### src/rtl/urisc_pkg.sv
// Shared URISC definitions: program-counter operation codes and the request priority encoder.
package urisc_pkg;

   typedef enum logic [2:0] {
      OP_HOLD = 3'd0,
      OP_INC  = 3'd1,
      OP_LOAD = 3'd2,
      OP_CALL = 3'd3,
      OP_RET  = 3'd4
   } pc_op_e;

   // Fixed priority ret > call > load > inc > hold; losing requests are dropped.
   function automatic pc_op_e pc_op_decode(input logic ret, input logic call,
                                           input logic load, input logic inc);
      pc_op_e op;
      if (ret)
         op = OP_RET;
      else if (call)
         op = OP_CALL;
      else if (load)
         op = OP_LOAD;
      else if (inc)
         op = OP_INC;
      else
         op = OP_HOLD;
      return op;
   endfunction

endpackage

### src/rtl/pc_stack_register_lifo.sv
// Bounded return-address LIFO: storage, depth counter, registered full/empty status.
module lifo_stack #(
   parameter int unsigned WIDTH = 16,
   parameter int unsigned DEPTH = 4
) (
   input  logic                         clk,
   input  logic                         reset,
   input  logic                         push,
   input  logic                         pop,
   input  logic [WIDTH-1:0]             push_data,
   output logic [WIDTH-1:0]             top_data_c,
   output logic [$clog2(DEPTH+1)-1:0]   depth,
   output logic                         empty,
   output logic                         full
);

   localparam int unsigned DW = $clog2(DEPTH + 1);
   localparam int unsigned AW = (DEPTH > 1) ? $clog2(DEPTH) : 1;

   logic [WIDTH-1:0] mem [DEPTH];
   logic [DW-1:0]    depth_next;
   logic             do_push;
   logic             do_pop;

   // Pop wins over push; requests against a full/empty stack are ignored.
   always_comb begin
      do_pop     = pop && !empty;
      do_push    = push && !full && !pop;
      depth_next = depth;
      if (do_pop)
         depth_next = depth - DW'(1);
      else if (do_push)
         depth_next = depth + DW'(1);
   end

   // Status flags are registered alongside the depth so all three move together.
   always_ff @(posedge clk or posedge reset) begin
      if (reset) begin
         depth <= '0;
         empty <= 1'b1;
         full  <= 1'b0;
      end else begin
         depth <= depth_next;
         empty <= (depth_next == '0);
         full  <= (depth_next == DW'(DEPTH));
      end
   end

   // Storage is deliberately not reset; entries above depth are never observable.
   always_ff @(posedge clk) begin
      if (do_push)
         mem[AW'(depth)] <= push_data;
   end

   always_comb begin
      top_data_c = '0;
      if (!empty)
         top_data_c = mem[AW'(depth - DW'(1))];
   end

endmodule

### src/rtl/pc_stack_register.sv
// URISC program counter with step increment, branch load and a call/return address stack.
module pc_stack_register
   import urisc_pkg::*;
#(
   parameter int unsigned      WIDTH    = 16,
   parameter int unsigned      STEP     = 3,
   parameter int unsigned      DEPTH    = 4,
   parameter logic [WIDTH-1:0] RESET_PC = '0
) (
   input  logic                         clk,
   input  logic                         reset,
   input  logic                         load,
   input  logic                         inc,
   input  logic                         call,
   input  logic                         ret,
   input  logic                         clr_err,
   input  logic [WIDTH-1:0]             data_in,
   output logic [WIDTH-1:0]             pc_out,
   output logic [$clog2(DEPTH+1)-1:0]   stack_depth,
   output logic                         stack_empty,
   output logic                         stack_full,
   output logic                         err_overflow,
   output logic                         err_underflow
);

   pc_op_e           op;
   logic [WIDTH-1:0] pc_step;
   logic [WIDTH-1:0] pc_next;
   logic [WIDTH-1:0] top_data;
   logic             push;
   logic             pop;
   logic             ovf_next;
   logic             unf_next;

   assign op      = pc_op_decode(ret, call, load, inc);
   assign pc_step = pc_out + WIDTH'(STEP);

   lifo_stack #(
      .WIDTH (WIDTH),
      .DEPTH (DEPTH)
   ) u_stack (
      .clk        (clk),
      .reset      (reset),
      .push       (push),
      .pop        (pop),
      .push_data  (pc_step),
      .top_data_c (top_data),
      .depth      (stack_depth),
      .empty      (stack_empty),
      .full       (stack_full)
   );

   // Op execution; a blocked call/ret leaves the PC alone and raises its sticky flag.
   always_comb begin
      pc_next  = pc_out;
      push     = 1'b0;
      pop      = 1'b0;
      ovf_next = clr_err ? 1'b0 : err_overflow;
      unf_next = clr_err ? 1'b0 : err_underflow;
      case (op)
         OP_INC:  pc_next = pc_step;
         OP_LOAD: pc_next = data_in;
         OP_CALL: begin
            if (stack_full) begin
               ovf_next = 1'b1;
            end else begin
               push    = 1'b1;
               pc_next = data_in;
            end
         end
         OP_RET: begin
            if (stack_empty) begin
               unf_next = 1'b1;
            end else begin
               pop     = 1'b1;
               pc_next = top_data;
            end
         end
         default: pc_next = pc_out;
      endcase
   end

   always_ff @(posedge clk or posedge reset) begin
      if (reset) begin
         pc_out        <= RESET_PC;
         err_overflow  <= 1'b0;
         err_underflow <= 1'b0;
      end else begin
         pc_out        <= pc_next;
         err_overflow  <= ovf_next;
         err_underflow <= unf_next;
      end
   end

endmodule
### config.mk
export PLATFORM = sky130hd
export DESIGN_NAME = pc_stack_register
export DESIGN_NICKNAME = d
export VERILOG_FILES = /design/src/rtl/urisc_pkg.sv /design/src/rtl/pc_stack_register_lifo.sv /design/src/rtl/pc_stack_register.sv
export SDC_FILE = /design/constraint.sdc
export NUM_CORES = 1
export LEC_CHECK = 0
export ABC_CLOCK_PERIOD_IN_PS = 5390
export CORE_ASPECT_RATIO = 1.25
export CORE_MARGIN = 3
export CORE_UTILIZATION = 60
export CTS_BUF_LIST = sky130_fd_sc_hd__clkbuf_2 sky130_fd_sc_hd__clkbuf_4 sky130_fd_sc_hd__clkbuf_8
export CTS_CLUSTER_DIAMETER = 150
export DETAILED_ROUTE_END_ITERATION = 16
export HOLD_SLACK_MARGIN = 0.03
export PLACE_DENSITY_LB_ADDON = 0.05
export SETUP_SLACK_MARGIN = 0.15
export SLEW_MARGIN = 20
export SYNTH_ARGS = -nofsm -noshare
export SYNTH_HDL_FRONTEND = slang
export SYNTH_SLANG_ARGS = --single-unit
### constraint.sdc
create_clock -name clk -period 5.39 [get_ports clk]
set_clock_uncertainty 0.15 [all_clocks]
set_input_delay 0.539 -clock clk [delete_from_list [all_inputs] [get_ports clk]]
set_output_delay 0.539 -clock clk [all_outputs]
set_load 0.1 [all_outputs]
# Word level (Yosys, flattened, before mapping)
# Memories as Yosys holds them, arrays and structs flattened.
# Cells that the tools add are included.
[totals]
reg_bits = 23
mem_bits_rw = 64
in_bits = 23
output_inout_bits = 23
n_memories = 1
[op_classes]
addsub = 3
eq_ne = 7
n_mux = 21
reduce_logical = 9
[memory_table]
columns = ["name", "words", "width", "rd", "rd_ports_with_merged_regs", "wr", "line", "text"]
rows = [
  ["u_stack.mem", 4, 16, 1, 0, 1, "pc_stack_register_lifo.sv:20", "logic [WIDTH-1:0] mem [DEPTH];"],
]
[op_table]
columns = ["cell", "n"]
rows = [
  ["$pmux 16 s4", 1],
  ["$mux 16", 2],
  ["$add 16x2->16 const B", 1],
  ["$mux 1", 13],
  ["$mux 3", 3],
  ["$eq 3x2->1 const B", 2],
  ["$eq 3x3->1 const B", 2],
  ["$mux 2", 2],
  ["$ne 2x2->1 const B", 2],
  ["$reduce_bool 4->1", 1],
  ["$add 3x1->3 const B", 1],
  ["$eq 3x1->1 const B", 1],
  ["$logic_and 1x1->1", 3],
  ["$logic_not 1->1", 3],
  ["$logic_not 3->1", 1],
  ["$reduce_and 3->1", 1],
  ["$sub 3x1->3 const B", 1],
]

# Depth between registers and ports, before layout
[logic_depth]
depth_word = 11
depth_mapped = 9
mapped_depth_nobuf = 6

# Cells and area by module
# Synthesis repeated with hierarchy kept, for this count alone.
[hier_totals]
cells_unflattened = 315
area_unflattened_um2 = 4286.6
[by_module_without_submodules]
columns = ["module", "instances", "cells_each", "area_each_um2", "seq_area_each_um2"]
rows = [
  ["lifo_stack", 1, 136, 2785.2, 2048.2],
  ["pc_stack_register", 1, 179, 1501.4, 450.4],
]

# Worst setup path after synthesis
# OpenSTA, ideal clock, no wires.
[synth_timing]
path_kind = "register to register"
from = "register u_stack.depth[0]"
to = "register pc_out[4]"
setup_ps = 126
arrival_time_ps = 3041
required_ps = 5114
path_slack_ps = 2073
path_stages_with_launch = 10
path_cell_list = "dfrtp_1 -> buf_4 -> buf_2 -> inv_1 -> ha_1 -> buf_2 -> clkbuf_1 -> mux4_2 -> a21oi_1 -> a21oi_1"
[synth_via]
elab_chain_len = 4
[synth_rtl]
columns = ["item", "line", "text"]
rows = [
  ["start, declared", "pc_stack_register_lifo.sv:12", "output logic [$clog2(DEPTH+1)-1:0] depth,"],
  ["start signal, assigned", "pc_stack_register_lifo.sv:43", "depth <= depth_next;"],
  ["$sub 3x1->3", "n/a", ""],
  ["$mem_v2 4x16", "n/a", ""],
  ["$mux 16", "pc_stack_register.sv:72", "if (stack_empty) begin"],
  ["$pmux 16 s4", "pc_stack_register.sv:60", "case (op)"],
  ["end signal, assigned", "pc_stack_register.sv:89", "pc_out <= pc_next;"],
  ["end, declared", "pc_stack_register.sv:18", "output logic [WIDTH-1:0] pc_out,"],
]
# No other way between the ends. The select of a mux whose other input is x is not followed.
# A chain may end at the register's enable or synchronous reset.

# Worst setup path in the final report
[layout_timing]
from = "input port ret"
to = "memory u_stack.mem[2][6] (enable)"
[layout_via]
elab_chain_len = 7
word_cells_on_any_way = 10
classes_between = "2 x eq/ne; 5 x mux; 3 x reduce/logical"
[layout_rtl]
columns = ["item", "line", "text"]
rows = [
  ["start, declared", "pc_stack_register.sv:15", "input logic ret,"],
  ["$mux 3 (*)", "urisc_pkg.sv:16", "if (ret)"],
  ["$eq 3x2->1 or $eq 3x3->1 (tied branches)", "pc_stack_register.sv:60", ""],
  ["$mux 1", "pc_stack_register.sv:60", ""],
  ["$logic_and 1x1->1 or $logic_not 1->1 (tied branches)", "pc_stack_register_lifo.sv:28", "do_push = push && !full && !pop;"],
  ["$logic_and 1x1->1 (*)", "pc_stack_register_lifo.sv:28", ""],
  ["$mux 1 (*)", "pc_stack_register_lifo.sv:51", "if (do_push)"],
  ["$mux 1 (not written as such) (*)", "pc_stack_register_lifo.sv:52", "mem[AW'(depth)] <= push_data;"],
  ["end, declared", "pc_stack_register_lifo.sv:20", ""],
]
# Every way passes the cells marked *; elsewhere a longest branch is shown, timed or not.

==> reports/metrics.yaml <==
worst_setup_path_end_kind: "flip-flop"
cts_buffer_depth: 2
die_h_um: 97.9
dp.cells: 406
grt.total_usage_pct: 25.0
synth_top_area_share_pct: 47.4
period_share_pct: 55.5
routed_via_density: 6.35
ant_nets: 0
hold_class: "reg2reg"
fmax_mhz: 334
synth_warnings: 0
cts_tree: "done"
antenna_found_initial: 0
first_global_vias: 2589
status: "finished, final reports clean"
cts_made_buffers: 9
cts-root-buf: "clkbuf_8"
synthArstFlopShare_pct: 26.4
portBuffers: 45
grt_pass1_wl_um: 14400
area_delta_synth_final_pct: 15.9
netlist_area_sq_um: 4050
worst_skew_pair.late_latency_ns: 0.35
use_met1_pct: 39.9
dr.first_iter.drc_count: 263
ios: 46
max_cap_violations: 0
initial_utilization_pct: 63.6
yosysMostFrequentCell: "edfxtp_1"
setup_viol: 0
cts_sinks: 87
cts.repair.resized: 0
place_congestion: 0.891
hold_violations: 0
grt-ovfl-total: 0
dieWidth_um: 79.5
cts_setup_buffers: 0
grt_util_met2_pct: 35.9
die_area_sq_um: 7780
rows: 32
ys.flop_type: "edfxtp_1"
synth_cell_type_count: 53
grt-busiest-layer: "met1"
cp-start-kind: "primary input"
ys_seq_elements: 87
rsz0062_at_grt: "no"
syn_inst: 291
synth_enable_flop_cells: 64
syn_avg_cell_area_sq_um: 13.9
h-tree-depth: 3
post-dp-hpwl_um: 6260
core_sq_um: 6370
synth_area_leader_cell: "edfxtp_1"
fin_setup_tns_ns: 0
antennaDiodeCount: 0
synth_nets: 319
max_slew.worst_pin.slew_ns: 0.993
yosysSeqAreaShare_pct: 61.7
synthTopCellsByCount: "64 x edfxtp_1, 22 x dfrtp_1, 16 x mux4_2, 15 x nor2_1, 15 x o21ai_0"
cts_hold_buf: 0
first_pass_iters: 5
finalMaxSlewViolations: 0
drive_above_1_share_pct: 12.5
post_drt_wl_per_cell_um: 21.8
grt_max_degree: 25
instances_no_fill: 421
arrival_ns: 2.82
vias: 2672
yosys-top-cells-area: "edfxtp_1 47%, dfrtp_1 14%, mux4_2 8.9%"
clk_pin_slew_ns: 0.09
met3_usage_pct: 3.60
crit_path_max_fanout: 24
finalCriticalPeriod_ns: 2.99
drc: 0
critPathKind: "in2reg"
final_nets: 360
required_ns: 5.22
totalWireLength_um: 9160
slew_headroom_pct: 33.6
-- worst paths after layout --
path                                            start                     endpoint  slack [ns]  cells after the start
max in group asynchronous                       reset       pc_out[14]$_DFFE_PP0P_        4.01                      2
max                                               ret  u_stack.mem[2][6]$_DFFE_PP_        2.40                      3
min                            err_overflow$_DFF_PP0_       err_overflow$_DFF_PP0_        0.34                      1
min in group asynchronous                       reset   u_stack.depth[0]$_DFF_PP0_        0.53                      2
min reg2reg                    err_overflow$_DFF_PP0_       err_overflow$_DFF_PP0_        0.34                      1
max reg2reg                u_stack.depth[1]$_DFF_PP0_       pc_out[15]$_DFFE_PP0P_        2.69                      6
-- sequential cells by signal (all words and copies together) (netlist names) --
register and count:
u_stack.depth 3, u_stack.full 1, err_underflow 1, err_overflow 1
u_stack.mem 64, pc_out 16, u_stack.empty 1
-- cell usage in the layout, fill, tap and decap left out, types with 3 or more instances in the layout --
master           count
edfxtp_1            64
clkdlybuf4s50_1     45
dfrtp_1             22
mux4_2              16
nor2_1              15
o21ai_0             15
nand2_1             14
a21oi_1             13
inv_1               12
xnor2_1             11
clkbuf_8             9
nand3_1              8
nor2b_1              6
and2_1               5
ha_1                 5
a31oi_1              4
nor4_1               4
xor2_1               4
a22oi_1              4
a22o_1               4
or3_1                3
or2_2                3
a21o_1               3
nand2b_1             3
clkinvlp_4           3
-- critical path, cell delays in order --
cell	delay (ns)
clkdlybuf4s50_1	0.87
nor3b_2	0.66
and2_1	0.74
-- final cells by class --
cell class | count | area [sq um]
clock inverters | 6 | 45.0
clock buffers | 9 | 124
flip-flops and latches | 87 | 2500
fillers | 424 | 1670
inverters | 12 | 45.0
repair buffers | 46 | 458
well taps | 85 | 106
multi-input cells | 176 | 1420
-- logic make-up (layout without fill, tap and decap cells) --
family / Yosys count / after routing / share of synthesized area, %
AND/OR/NAND/NOR: 71 / 71 / 9.27
buffers and inverters: 28 / 73 / 3.27
multiplexers: 18 / 18 / 9.39
adder cells (fa/ha/maj): 5 / 5 / 1.54
AO/OA/AOI/OAI: 67 / 67 / 11.6
flip-flops: 87 / 87 / 61.7
XOR/XNOR: 15 / 15 / 3.24
-- metal layers --
layer	up-vias	part of all wire, %
met2	135	47
met4	0	1.1
met3	12	7.7
li1	1196	-
met1	1329	44
met5	-	0
-- stage by stage --
step	instance area (sq um)	hold WS (ns)	setup WS, ns	utilization (%)
2_1_floorplan	4050	0.390	2.07	-
3_3_place_gp	4530	0.326	2.14	71.1
3_5_place_dp	4530	0.330	2.05	71.1
4_1_cts	4700	0.350	2.39	73.8
5_1_grt	4700	0.387	2.21	73.8
6_report	4700	0.345	2.40	73.8
Power is not shown: default switching activity piles up to over one toggle a cycle in this logic, so the estimate is an artifact.
